$ cat src/rtl/gen_pulse_poly.sv
// gen_pulse_poly: MIDI-driven polyphonic pulse-wave generator; all voices are summed once per sample trigger.
// Optional macro GEN_PULSE_POLY_PWM_EN: CC1 on MIDI_CH sets the shared duty cycle (default build: fixed 50%).
module gen_pulse_poly #(
    parameter int NUM_VOICES    = 4,
    parameter int PHASE_W       = 24,
    parameter int SAMPLE_W      = 18,
    parameter int MIDI_CH       = 0,
    parameter int MIDI_CMD_SIZE = 4
) (
    input  logic                       clk,
    input  logic                       reset_n,
    input  logic                       midi_rdy,
    input  logic [MIDI_CMD_SIZE-1:0]   midi_cmd,
    input  logic [3:0]                 midi_ch_sysn,
    input  logic [6:0]                 midi_data0,
    input  logic [6:0]                 midi_data1,
    input  logic                       sample_rate_trig,
    output logic                       sample_out_rdy,
    output logic signed [SAMPLE_W-1:0] sample_out_l,
    output logic signed [SAMPLE_W-1:0] sample_out_r
);
    localparam int VW     = $clog2(NUM_VOICES);
    localparam int AMP_SH = SAMPLE_W - 9 - VW;
    localparam logic [MIDI_CMD_SIZE-1:0] MIDI_CMD_NOTE_OFF = MIDI_CMD_SIZE'(8);
    localparam logic [MIDI_CMD_SIZE-1:0] MIDI_CMD_NOTE_ON  = MIDI_CMD_SIZE'(9);
    localparam logic [PHASE_W-1:0]       DUTY_HALF = PHASE_W'(1) << (PHASE_W - 1);

    typedef enum logic [1:0] {S_IDLE, S_FETCH, S_ACCUM, S_DONE} state_t;

    state_t                     r_state, w_state_nxt;
    logic [VW-1:0]              r_vidx, r_steal_ptr, w_sel, w_hit_idx, w_free_idx, w_rd_idx;
    logic                       r_active [NUM_VOICES];
    logic [6:0]                 r_note   [NUM_VOICES];
    logic [6:0]                 r_vel    [NUM_VOICES];
    logic [PHASE_W-1:0]         r_phase  [NUM_VOICES];
    logic [PHASE_W-1:0]         w_rom    [128];
    logic [PHASE_W-1:0]         r_inc_p1, w_duty;
    logic signed [SAMPLE_W-1:0] r_acc, w_amp, w_contrib, w_acc_nxt, r_sample;
    logic                       r_rdy, w_msg_ok, w_note_on, w_note_off, w_hit, w_free, w_last;

    function automatic logic [PHASE_W-1:0] note_inc(input int n);
        real f;
        f = 440.0 * (2.0 ** ((n - 69) / 12.0)) * (2.0 ** PHASE_W) / 48000.0;
        return PHASE_W'($rtoi(f + 0.5));
    endfunction

    for (genvar g = 0; g < 128; g++) begin : g_rom
        assign w_rom[g] = note_inc(g);
    end

    assign w_msg_ok   = midi_rdy && (midi_ch_sysn == 4'(MIDI_CH));
    assign w_note_on  = w_msg_ok && (midi_cmd == MIDI_CMD_NOTE_ON) && (midi_data1 != 7'd0);
    assign w_note_off = w_msg_ok && ((midi_cmd == MIDI_CMD_NOTE_OFF) ||
                                     ((midi_cmd == MIDI_CMD_NOTE_ON) && (midi_data1 == 7'd0)));

    // Retrigger beats free voice beats steal; descending scan leaves the lowest index.
    always_comb begin
        w_hit      = 1'b0;
        w_hit_idx  = '0;
        w_free     = 1'b0;
        w_free_idx = '0;
        for (int v = NUM_VOICES - 1; v >= 0; v--) begin
            if (r_active[v] && (r_note[v] == midi_data0)) begin
                w_hit     = 1'b1;
                w_hit_idx = VW'(v);
            end
            if (!r_active[v]) begin
                w_free     = 1'b1;
                w_free_idx = VW'(v);
            end
        end
        w_sel = w_hit ? w_hit_idx : (w_free ? w_free_idx : r_steal_ptr);
    end

`ifdef GEN_PULSE_POLY_PWM_EN
    localparam logic [MIDI_CMD_SIZE-1:0] MIDI_CMD_CC = MIDI_CMD_SIZE'(11);
    localparam logic [PHASE_W-1:0]       DUTY_MIN    = PHASE_W'(1) << (PHASE_W - 7);
    logic [PHASE_W-1:0] r_duty;

    always_ff @(posedge clk) begin
        if (!reset_n)
            r_duty <= DUTY_HALF;
        else if (w_msg_ok && (midi_cmd == MIDI_CMD_CC) && (midi_data0 == 7'd1))
            r_duty <= (midi_data1 == 7'd0) ? DUTY_MIN : {midi_data1, {(PHASE_W - 7){1'b0}}};
    end
    assign w_duty = r_duty;
`else
    assign w_duty = DUTY_HALF;
`endif

    // Voice state: the scan's phase update is issued first so a same-cycle MIDI write wins.
    always_ff @(posedge clk) begin
        if (!reset_n) begin
            for (int v = 0; v < NUM_VOICES; v++) begin
                r_active[v] <= 1'b0;
                r_phase[v]  <= '0;
            end
            r_steal_ptr <= '0;
        end else begin
            if ((r_state == S_ACCUM) && r_active[r_vidx])
                r_phase[r_vidx] <= r_phase[r_vidx] + r_inc_p1;
            if (w_note_on) begin
                r_active[w_sel] <= 1'b1;
                r_note[w_sel]   <= midi_data0;
                r_vel[w_sel]    <= midi_data1;
                r_phase[w_sel]  <= '0;
                if (!w_hit && !w_free)
                    r_steal_ptr <= r_steal_ptr + VW'(1);
            end
            if (w_note_off) begin
                for (int v = 0; v < NUM_VOICES; v++)
                    if (r_active[v] && (r_note[v] == midi_data0))
                        r_active[v] <= 1'b0;
            end
        end
    end

    always_ff @(posedge clk) begin
        if (!reset_n) r_state <= S_IDLE;
        else          r_state <= w_state_nxt;
    end

    assign w_last = (r_vidx == VW'(NUM_VOICES - 1));

    always_comb begin
        w_state_nxt = r_state;
        unique case (r_state)
            S_IDLE:  if (sample_rate_trig) w_state_nxt = S_FETCH;
            S_FETCH: w_state_nxt = S_ACCUM;
            S_ACCUM: if (w_last) w_state_nxt = S_DONE;
            S_DONE:  w_state_nxt = S_IDLE;
            default: w_state_nxt = S_IDLE;
        endcase
    end

    // p1: increment ROM read one voice ahead of the accumulate stage
    assign w_rd_idx = (r_state == S_FETCH) ? '0 : r_vidx + VW'(1);

    always_ff @(posedge clk) begin
        r_inc_p1 <= w_rom[r_note[w_rd_idx]];
    end

    assign w_amp     = $signed({{(SAMPLE_W - 7){1'b0}}, r_vel[r_vidx]}) <<< AMP_SH;
    assign w_contrib = !r_active[r_vidx] ? '0 : ((r_phase[r_vidx] < w_duty) ? w_amp : -w_amp);
    assign w_acc_nxt = r_acc + w_contrib;

    always_ff @(posedge clk) begin
        if ((r_state == S_IDLE) && sample_rate_trig) begin
            r_vidx <= '0;
            r_acc  <= '0;
        end else if (r_state == S_ACCUM) begin
            r_vidx <= r_vidx + VW'(1);
            r_acc  <= w_acc_nxt;
        end
    end

    // p2: the last voice's sum is registered straight onto the outputs, valid during DONE
    always_ff @(posedge clk) begin
        if (!reset_n) begin
            r_rdy    <= 1'b0;
            r_sample <= '0;
        end else begin
            r_rdy <= (r_state == S_ACCUM) && w_last;
            if ((r_state == S_ACCUM) && w_last)
                r_sample <= w_acc_nxt;
        end
    end

    assign sample_out_rdy = r_rdy;
    assign sample_out_l   = r_sample;
    assign sample_out_r   = r_sample;
endmodule

$ cat config.mk
export PLATFORM = sky130hd
export DESIGN_NAME = gen_pulse_poly
export DESIGN_NICKNAME = d
export VERILOG_FILES = /design/src/rtl/gen_pulse_poly.sv
export SDC_FILE = /design/constraint.sdc
export NUM_CORES = 1
export LEC_CHECK = 0
export CORE_UTILIZATION = 52
export DETAILED_ROUTE_END_ITERATION = 10
export PLACE_DENSITY = 0.78
export SKIP_LAST_GASP = 1
export SYNTH_ARGS = -nofsm -noshare
export SYNTH_HDL_FRONTEND = slang
export SYNTH_SLANG_ARGS = --single-unit
$ cat constraint.sdc
create_clock -name clk -period 12.4 [get_ports clk]
set_input_delay 3.72 -clock clk [delete_from_list [all_inputs] [get_ports clk]]
set_output_delay 3.72 -clock clk [all_outputs]
set_load 0.02 [all_outputs]
==> reports/metrics.yaml <==
yosys:
  async_reset_ff_frac: 0
  ys_seq_area_frac: 0.348
  yosys_warnings: 0
  synth_cell_types: 94
  yosysTopAreaCell: "dfxtp_1"
  synth_top_area_share: 0.225
  synthTopCellsByArea: "dfxtp_1, edfxtp_1, a21oi_1"
  ys_ff_latch: 210
  avgSynthCellArea_um2: 8.69
  synth_area_um2: 13700
  synth_edf_count: 56
  synthCells: 1578
  synth_flop_cell: "dfxtp_1"
die:
  ios: 63
  die_h_um: 164
  design.core.area_um2: 26000
  die_w_um: 164
  rows: 59
  dieArea_um2: 27000
  initial_utilization: 0.528
grt:
  grt_pass1_vias: 12200
  track_usage: 0.320
  grt_first_pass_wirelength_um: 67400
  grt_max_degree: 91
  antenna_found_initial: 1
  overflow: 0
power:
  power_density_nw_per_um2: 261
  fin_total_pwr_w: 0.00388
  leakage_nw: 5.30
  ir_worst_vdd_v: 0.000467
clock_tree:
  cts_tree: "yes"
  cts_hold_buf: 0
  cts_made_buffers: 24
  cts_sinks: 210
  clkTransAtPathRegs_ns: 0.06
  clockBufferDepth: 3
  post_cts_resized: 0
  htreeDepth: 1
  clkLatencyLatePin_ns: 0.52
  cts_root_buf: "clkbuf_16"
  postCtsSetupBuffers: 0
worst_setup_path:
  worstPathRequired_ns: 12.79
  arrival_ns: 7.22
  worstSetupStartpointType: "input pin"
  slowest_stage: "nor4b_4"
  end_kind: "register"
  worst-path-max-fanout: 32
  cp_top_family: "simple AND/OR/NAND/NOR gates"
  path_class: "input pin to register"
  worst-path-buf-inv: 2
  crit_chain: "clkdlybuf4s50_1, xor2_1, nor4_1, a22oi_1, o21ai_1, nor4b_4, buf_4, nand2b_1, o22ai_1"
  critical_path.max_stage_delay_ns: 0.63
detailed_routing:
  postRouteWirelength_um: 42900
  ant_nets: 0
  wl_per_cell_um: 22.6
  viasPerCell: 6.79
  vias: 12900
  dr.pass1.iters: 6
  drt-initial-drc-count: 1600
  drcViolationCount: 0
final_layout:
  nets: 1621
  nFillCells: 2278
  area_growth_syn_to_layout_pct: 8.55
  drive_above_1_share: 0.0832
  diodes: 0
  design_area_um2: 14900
placed_design:
  place_congestion: 1.02
  portBuffers: 48
  placed_cell_area_um2: 14100
  dp_hpwl_um: 29300
timing:
  max_freq_ghz: 0.146
  hold_ws_ns: 0.452
  slew_viol_final: 0
  clock_skew_ns: 0.0256
  hold_viol: 0
  finalCritPeriodShare: 0.551
  relSlewSlack: 0.306
  rsz0062_at_grt: "no"
  setup_violations: 0
  tightest_slew_ns: 1.04
  setup_tns_ns: 0
  fin_crit_ns: 6.83
outcome:
  outcome: "completed"
min_path:
  hold_class: "register to register"
job:
  cap_violations: 0
[synthesized netlist by cell type (30+ instances only)]
cell type  number
o21ai_0        50
ha_1           48
o22ai_1        30
buf_4          31
buf_2          35
clkbuf_1       65
nor2_1        149
nand3_1        95
nand2_1       142
edfxtp_1       56
dfxtp_1       154
o211ai_1       40
a31oi_1        33
a21oi_1       129
nor3_1         46
xnor2_1        33
[flip-flops by register name, indices dropped and copies added, names as in the netlist, named ones only]
signal	flops
r_vidx	2
r_state	2
r_note	28
r_inc_p1	23
r_vel	28
sample_out_rdy	1
r_active	4
r_acc	11
sample_out_l	11
r_steal_ptr	2
r_phase	96
[kinds of logic after synthesis]
family,share of synthesized area
adders and majority gates,0.0467
AOI/OAI and AO/OA,0.235
and+or+nand+nor,0.194
other,0.000274
buffers and inverters,0.0626
muxes,0.0739
xor gates and xnor gates,0.0402
DFF,0.348
[layout make-up]
| type | instances | area [um^2] | share of cell area |
|---|---|---|---|
| Sequential cell | 210 | 4770 | 0.320 |
| Multi-Input combinational cell | 1210 | 8180 | 0.550 |
| Inverter | 25 | 93.8 | 0.00631 |
| Timing Repair Buffer | 74 | 671 | 0.0451 |
| Tap cell | 335 | 419 | 0.0282 |
| Clock inverter | 8 | 63.8 | 0.00429 |
| Clock buffer | 36 | 688 | 0.0462 |
[tightest hold or removal path, delay by kind of cell, from the launching register on]
family	cells	cell delay (ns)
flops	1	0.31
simple gates	1	0.05
compound gates	1	0.05
[final timing paths]
kind / slack [ns] / endpoint / cells past startpoint / from
hold reg to reg: 0.45 / r_phase[3][13] / 2 / r_phase[3][13]
setup / recovery: 5.57 / r_phase[3][20] / 9 / midi_data0[4]
hold / removal: 0.45 / r_phase[3][13] / 2 / r_phase[3][13]
setup reg to reg: 6.85 / r_inc_p1[9] / 14 / r_vidx[0]
[placed cells by master, fill, tap and decap left out, types with 8 or more instances in the layout]
cell type	instances
dfxtp_1	153
nor2_1	147
nand2_1	142
a21oi_1	129
nand3_1	95
edfxtp_1	56
o21ai_0	50
ha_1	48
clkdlybuf4s50_1	47
nor3_1	46
o211ai_1	40
a31oi_1	33
xnor2_1	33
o22ai_1	30
xor2_1	28
mux4_2	26
buf_4	26
clkbuf_16	25
inv_1	24
mux2i_1	18
a211oi_1	18
nand2b_1	16
nand4_1	15
a22oi_1	14
conb_1	14
a21o_1	13
o2111ai_1	12
nor2b_1	11
or3_1	11
o21a_1	10
a211o_1	9
nor4_1	9
a221oi_1	9
and3_1	9
mux2_2	8
a311o_1	8
clkbuf_1	8
[metrics by stage]
stage,utilization,worst slack [ns],std cells
6_report,0.573,5.57,1898
5_1_grt,0.573,5.37,1898
4_1_cts,0.573,5.61,1898
3_5_place_dp,0.544,5.10,1854
3_3_place_gp,0.544,5.21,1854
2_1_floorplan,-,6.14,1591
[report_power, final]
part,leakage (nW),internal [W],switching (W)
Clock,0.372,0.000388,0.000285
Sequential,1.75,0.000760,0.0000410
Combinational,3.18,0.000753,0.00165
Total,5.30,0.00190,0.00198
[metal layers]
layer | routed length, um | up-vias | GRT usage
met2 | 19400 | 762 | 0.502
met1 | 17300 | 6089 | 0.420
met4 | 2500 | 2 | 0.178
li1 | - | 5858 | -
met3 | 3690 | 182 | 0.0507
met5 | 13 | - | 0
Note: power is estimated with default switching activity, not from simulation.
